<file path="config.mk">
export PLATFORM = sky130hd
export DESIGN_NAME = ram_arbiter
export DESIGN_NICKNAME = d
export VERILOG_FILES = /design/src/rtl/ram_arbiter_pkg.sv /design/src/rtl/ram_byte_merge.sv /design/src/rtl/ram_arbiter.sv
export SDC_FILE = /design/constraint.sdc
export NUM_CORES = 1
export LEC_CHECK = 0
export CAP_MARGIN = 20
export CORE_AREA = 2 2 121 123
export CTS_CLUSTER_SIZE = 20
export DETAILED_ROUTE_END_ITERATION = 16
export DIE_AREA = 0 0 123 125
export PLACE_DENSITY = 0.85
export RECOVER_POWER = 50
export SYNTH_ARGS = -nofsm -noshare
export SYNTH_HDL_FRONTEND = slang
export SYNTH_SLANG_ARGS = --single-unit
</file>
<file path="constraint.sdc">
create_clock -name clk -period 4.4 [get_ports clk]
set_input_delay 0.88 -clock clk [delete_from_list [all_inputs] [get_ports clk]]
set_output_delay 0.88 -clock clk [all_outputs]
set_load 0.005 [all_outputs]
</file>
<file path="src/rtl/ram_arbiter_pkg.sv">
// ============================================================================
// Module   : ram_arbiter_pkg
// Brief    : Shared constants for the RAM arbiter: FSM encodings, driver
//            enables/ops, reset level, byte-lane mask helper.
// Revision : 1.0 - initial release
// ============================================================================
`default_nettype none

package ram_arbiter_pkg;

  localparam logic [1:0] c_st_idle   = 2'd0;
  localparam logic [1:0] c_st_access = 2'd1;
  localparam logic [1:0] c_st_gap    = 2'd2;
  localparam logic [1:0] c_st_merge  = 2'd3;

  localparam logic ChipEnable  = 1'b1;
  localparam logic ChipDisable = 1'b0;
  localparam logic RAMWrite_OP = 1'b1;
  localparam logic RAMRead_OP  = 1'b0;
  localparam logic RstEnable   = 1'b0;

  localparam logic [31:0] ZeroWord = 32'h0000_0000;

  localparam logic c_master_if  = 1'b0;
  localparam logic c_master_mem = 1'b1;

  // Expand a 4-bit byte select into a 32-bit lane mask.
  function automatic logic [31:0] byte_mask(input logic [3:0] sel);
    return {{8{sel[3]}}, {8{sel[2]}}, {8{sel[1]}}, {8{sel[0]}}};
  endfunction

endpackage

`default_nettype wire

</file>
<file path="src/rtl/ram_byte_merge.sv">
// ============================================================================
// Module   : ram_byte_merge
// Brief    : Combinational byte-lane merge for read-modify-write stores.
//            Present only when RAM_ARB_RMW_EN is defined.
// Revision : 1.0 - initial release
// ============================================================================
`default_nettype none

`ifdef RAM_ARB_RMW_EN
module ram_byte_merge
  import ram_arbiter_pkg::*;
(
  input  logic [3:0]  i_sel,
  input  logic [31:0] i_wdata,
  input  logic [31:0] i_rdata,
  output logic [31:0] o_merged
);

  logic [31:0] w_mask;

  assign w_mask   = byte_mask(i_sel);
  assign o_merged = (i_wdata & w_mask) | (i_rdata & ~w_mask);

endmodule
`endif

`default_nettype wire

</file>
<file path="src/rtl/ram_arbiter.sv">
// ============================================================================
// Module   : ram_arbiter
// Brief    : Single master of the RAM driver, arbitrating IF and MEM with an
//            issue/wait/recover sequence. Define RAM_ARB_RMW_EN to turn
//            sub-word stores into read-modify-write pairs.
// Revision : 1.0 - initial release
// ============================================================================
`default_nettype none

module ram_arbiter
  import ram_arbiter_pkg::*;
#(
  parameter int STARVE_LIMIT = 4
) (
  input  logic        clk,
  input  logic        rst,
  input  logic        if_req_i,
  input  logic [31:0] if_addr_i,
  output logic [31:0] if_data_o,
  output logic        if_ack_o,
  output logic        if_stall_o,
  input  logic        mem_req_i,
  input  logic        mem_we_i,
  input  logic [3:0]  mem_sel_i,
  input  logic [31:0] mem_addr_i,
  input  logic [31:0] mem_data_i,
  output logic [31:0] mem_data_o,
  output logic        mem_ack_o,
  output logic        mem_stall_o,
  output logic        ram_ce_o,
  output logic        ram_we_o,
  output logic [31:0] ram_addr_o,
  output logic [31:0] ram_data_o,
  input  logic        ram_ready_i,
  input  logic [31:0] ram_data_i,
  output logic        busy_o
);

  localparam logic [3:0] c_starve_limit = STARVE_LIMIT[3:0];

  logic [1:0]  r_state;
  logic        r_phase;
  logic [3:0]  r_starve_cnt;
  logic        r_master;
  logic        r_op_we;
  logic        r_rmw;
  logic        r_ram_ce;
  logic        r_ram_we;
  logic [31:0] r_ram_addr;
  logic [31:0] r_ram_data;
  logic        r_if_ack;
  logic        r_mem_ack;
  logic [31:0] r_if_data;
  logic [31:0] r_mem_data;

  logic w_grant_mem;
  logic w_grant_if;
  logic w_mem_rmw;
  logic w_mem_nop;

`ifdef RAM_ARB_RMW_EN
  logic [3:0]  r_sel;
  logic [31:0] r_rbuf;
  logic [31:0] w_merged;

  assign w_mem_rmw = mem_we_i && (mem_sel_i != 4'hF) && (mem_sel_i != 4'h0);
  assign w_mem_nop = mem_we_i && (mem_sel_i == 4'h0);

  ram_byte_merge u_merge (
    .i_sel    (r_sel),
    .i_wdata  (r_ram_data),
    .i_rdata  (r_rbuf),
    .o_merged (w_merged)
  );
`else
  logic w_unused_sel;

  assign w_unused_sel = ^mem_sel_i;
  assign w_mem_rmw    = 1'b0;
  assign w_mem_nop    = 1'b0;
`endif

  // IF only overtakes a pending MEM once MEM has won STARVE_LIMIT times in a row.
  assign w_grant_mem = mem_req_i && !(if_req_i && (r_starve_cnt == c_starve_limit));
  assign w_grant_if  = if_req_i && !w_grant_mem;

  always_ff @(posedge clk) begin
    if (rst == RstEnable) begin
      r_state      <= c_st_idle;
      r_phase      <= 1'b0;
      r_starve_cnt <= 4'd0;
      r_master     <= c_master_if;
      r_op_we      <= RAMRead_OP;
      r_rmw        <= 1'b0;
      r_ram_ce     <= ChipDisable;
      r_ram_we     <= RAMRead_OP;
      r_ram_addr   <= ZeroWord;
      r_ram_data   <= ZeroWord;
      r_if_ack     <= 1'b0;
      r_mem_ack    <= 1'b0;
      r_if_data    <= ZeroWord;
      r_mem_data   <= ZeroWord;
`ifdef RAM_ARB_RMW_EN
      r_sel        <= 4'h0;
      r_rbuf       <= ZeroWord;
`endif
    end else begin
      r_if_ack   <= 1'b0;
      r_mem_ack  <= 1'b0;
      r_if_data  <= ZeroWord;
      r_mem_data <= ZeroWord;
      case (r_state)
        c_st_idle: begin
          if (w_grant_if) begin
            r_master     <= c_master_if;
            r_op_we      <= RAMRead_OP;
            r_rmw        <= 1'b0;
            r_phase      <= 1'b0;
            r_starve_cnt <= 4'd0;
            r_ram_ce     <= ChipEnable;
            r_ram_we     <= RAMRead_OP;
            r_ram_addr   <= if_addr_i;
            r_ram_data   <= ZeroWord;
            r_state      <= c_st_access;
          end else if (w_grant_mem) begin
            r_master   <= c_master_mem;
            r_op_we    <= mem_we_i;
            r_rmw      <= w_mem_rmw;
            r_phase    <= 1'b0;
            r_ram_addr <= mem_addr_i;
            r_ram_data <= mem_data_i;
`ifdef RAM_ARB_RMW_EN
            r_sel      <= mem_sel_i;
`endif
            if (!if_req_i) begin
              r_starve_cnt <= 4'd0;
            end else if (r_starve_cnt != c_starve_limit) begin
              r_starve_cnt <= r_starve_cnt + 4'd1;
            end
            if (w_mem_nop) begin
              r_mem_ack <= 1'b1;
              r_state   <= c_st_gap;
            end else begin
              r_ram_ce <= ChipEnable;
              r_ram_we <= (mem_we_i && !w_mem_rmw) ? RAMWrite_OP : RAMRead_OP;
              r_state  <= c_st_access;
            end
          end
        end
        c_st_access: begin
          if (ram_ready_i) begin
`ifdef RAM_ARB_RMW_EN
            r_rbuf <= ram_data_i;
`endif
            r_ram_ce <= ChipDisable;
            if (r_rmw && !r_phase) begin
              r_state <= c_st_merge;
            end else begin
              r_state <= c_st_gap;
              if (r_master == c_master_mem) begin
                r_mem_ack  <= 1'b1;
                r_mem_data <= r_op_we ? ZeroWord : ram_data_i;
              end else begin
                r_if_ack  <= 1'b1;
                r_if_data <= ram_data_i;
              end
            end
          end
        end
        c_st_gap: begin
          r_state <= c_st_idle;
        end
        c_st_merge: begin
`ifdef RAM_ARB_RMW_EN
          r_ram_ce   <= ChipEnable;
          r_ram_we   <= RAMWrite_OP;
          r_ram_data <= w_merged;
          r_phase    <= 1'b1;
          r_state    <= c_st_access;
`else
          r_state    <= c_st_idle;
`endif
        end
        default: begin
          r_state <= c_st_idle;
        end
      endcase
    end
  end

  assign ram_ce_o    = r_ram_ce;
  assign ram_we_o    = r_ram_we;
  assign ram_addr_o  = r_ram_addr;
  assign ram_data_o  = r_ram_data;
  assign if_ack_o    = r_if_ack;
  assign if_data_o   = r_if_data;
  assign mem_ack_o   = r_mem_ack;
  assign mem_data_o  = r_mem_data;
  assign if_stall_o  = if_req_i & ~r_if_ack;
  assign mem_stall_o = mem_req_i & ~r_mem_ack;
  assign busy_o      = (r_state != c_st_idle);

endmodule

`default_nettype wire
</file>
==> impl_metrics.env <==
export IMPL_hpwl_mm=9.56
export IMPL_period_share=0.702
export IMPL_cts_max_level=4
export IMPL_placed_cell_area_sq_um=7620
export IMPL_met3_usage=0.0789
export IMPL_path_max_fanout=5
export IMPL_holdWs_ns=0.456
export IMPL_portBuffers=268
export IMPL_cts_hold_buf=0
export IMPL_cts_root_buf="clkbuf_16"
export IMPL_drtIter0Drc=171
export IMPL_power_total_mw=3.12
export IMPL_synth_most_common_cell="dfxtp_1"
export IMPL_cp_arrival_ns=2.21
export IMPL_synth_async_reset_ratio=0
export IMPL_antenna_cells=0
export IMPL_grt_pass1_wl_mm=21.9
export IMPL_fin_util=0.575
export IMPL_synth_seq_area_share=0.578
export IMPL_ys_top_cells_by_area="dfxtp_1, and2_1, a21oi_1"
export IMPL_fillers=1236
export IMPL_layout_nets=907
export IMPL_maxSlewHeadroom=0.161
export IMPL_rsz0062_at_grt="false"
export IMPL_vias=4477
export IMPL_synthTopCellsByCount="dfxtp_1, nand2_1, and2_1"
export IMPL_finalWeightedCongestion=0.771
export IMPL_cts_sinks=139
export IMPL_firstDrtPassIters=4
export IMPL_avgSynthCellArea_sq_um=9.39
export IMPL_start_kind="input pin"
export IMPL_detail_route_wl_per_cell_um=14.7
export IMPL_path_cells="clkdlybuf4s50_1, nor2b_1, clkdlybuf4s50_1"
export IMPL_post_synth_top_area_fraction=0.578
export IMPL_wirelength_mm=14.2
export IMPL_antenna_found_initial=1
export IMPL_grt_usage=0.184
export IMPL_grt_start_max_net_pins=74
export IMPL_die_w_um=123
export IMPL_fp_dieH_um=125
export IMPL_cts_tree="built"
export IMPL_stdcell_area_sq_um=8160
export IMPL_critPathKind="input pin to primary output"
export IMPL_path_clk_slew_ns=0.06
export IMPL_cp_required_ns=3.52
export IMPL_grt_util_met1=0.200
export IMPL_synth_edff_count=0
export IMPL_power_density_nw_per_um2=382
export IMPL_crit_slowest_cell="clkdlybuf4s50_1"
export IMPL_cts_setup_buffers=0
export IMPL_fmax_ghz=0.324
export IMPL_syn_inst=513
export IMPL_cts_path_max_buffers=2
export IMPL_end_kind="primary output"
export IMPL_numCtsBuffers=17
export IMPL_die_area_sq_um=15400
export IMPL_power_leakage_nw=3.32
export IMPL_ys_warn_count=0
export IMPL_grt_pass1_vias=4373
export IMPL_insertion_delay_ns=0.41
export IMPL_fin_tns_setup_ns=0
export IMPL_viasPerCell=4.64
export IMPL_synthFlopType="dfxtp_1"
export IMPL_max_stage_delay_ns=0.60
export IMPL_syn_cell_area_sq_um=4820
export IMPL_setup_violations=0
export IMPL_grt_busiest_layer="met2"
export IMPL_initial_core_util=0.339
export IMPL_drc=0
export IMPL_row_count=44
export IMPL_io_pins=273
export IMPL_overflow=0
export IMPL_hold_viol=0
export IMPL_drive_above_1_share=0.0641
export IMPL_maxCapViolCount=0
export IMPL_synth_seq_cells=139
export IMPL_drv_slew=0
export IMPL_hold_class="flip-flop to flip-flop"
export IMPL_tightest_slew_ns=1.26
export IMPL_ys_types=29
export IMPL_coreArea_sq_um=14200
export IMPL_post_route_min_period_ns=3.09
export IMPL_synth_nets=653
export IMPL_fin_skew_ns=0.00506
export IMPL_peakVddDrop_uv=244
export IMPL_cts_resized_gates=0
export IMPL_worst_path_most_repeated_cell="clkdlybuf4s50_1"
export IMPL_met2_usage=0.308
export IMPL_ant_nets=0
export IMPL_synth_largest_area_cell="dfxtp_1"
export IMPL_synthToLayoutAreaGrowth_pct=69.5
export IMPL_status="complete, no violations"
worst max-delay path: cells and delay by family:
| kind | cells | cell delay, ns |
|---|---|---|
| simple gates | 1 | 0.18 |
| buf+inv | 2 | 1.15 |
power breakdown:
group	internal, mW	switching, mW
logic	0.275	0.191
clock network	0.753	0.541
registers	1.33	0.0305
total	2.36	0.762
layout by cell type, fill, tap and decap left out, drive strengths merged:
| cell type | n |
|---|---|
| a21boi | 35 |
| a21oi | 65 |
| a22oi | 1 |
| a31oi | 1 |
| and2 | 65 |
| and3b | 1 |
| and4b | 1 |
| buf | 6 |
| clkbuf | 22 |
| clkdlybuf4s50 | 196 |
| clkinv | 5 |
| clkinvlp | 5 |
| dfxtp | 139 |
| dlygate4sd3 | 71 |
| ha | 2 |
| inv | 6 |
| nand2 | 70 |
| nand3 | 36 |
| nand3b | 1 |
| nor2 | 5 |
| nor2b | 4 |
| nor3 | 1 |
| nor3b | 1 |
| nor4 | 1 |
| o211a | 2 |
| o21a | 2 |
| o21ai | 34 |
| or2 | 2 |
registers in the layout, indices dropped and copies added (netlist names):
register      flops
r_state           2
mem_ack_o         1
r_master          1
r_op_we           1
ram_addr_o       32
if_data_o        32
if_ack_o          1
ram_data_o       32
r_starve_cnt      4
ram_ce_o          1
mem_data_o       32
stage by stage:
step / worst slack, ns / std cells
2_1_floorplan: 2.49 / 513
3_3_place_gp: 1.32 / 932
3_5_place_dp: 1.34 / 932
4_1_cts: 1.31 / 964
5_1_grt: 1.24 / 964
6_report: 1.31 / 964
per-layer routing:
layer | up-vias | part of all wire
met2 | 177 | 0.48
met4 | 2 | 0.024
met1 | 2054 | 0.40
met5 | - | 0.00092
met3 | 29 | 0.093
li1 | 2215 | -
final timing paths:
path                                    start       endpoint  slack, ns  depth (start not counted)
worst max register to register     r_state[1]  mem_data_o[1]       2.25                          5
worst max-delay path                 if_req_i     if_stall_o       1.31                          3
worst min-delay path            ram_data_o[5]  ram_data_o[5]       0.46                          2
worst min register to register  ram_data_o[5]  ram_data_o[5]       0.46                          2
logic make-up (layout without fill, tap and decap cells):
kind of cell             Yosys count  after routing  synth area share
AO/OA/AOI/OAI                    140            140             0.175
AND/OR/NAND/NOR                  188            188             0.198
adder cells (fa/ha/maj)            2              2           0.00520
flip-flops                       139            139             0.578
buffers and inverters             44            311            0.0436
layout make-up:
type,count,area [sq um],area share
Sequential cell,139,2780,0.341
Multi-Input combinational cell,330,1840,0.225
Tap cell,184,230,0.0282
Timing Repair Buffer,275,2750,0.337
Clock buffer,20,457,0.0559
Clock inverter,12,91.3,0.0112
Inverter,4,15.0,0.00184
(Power assumes the default switching activity.)
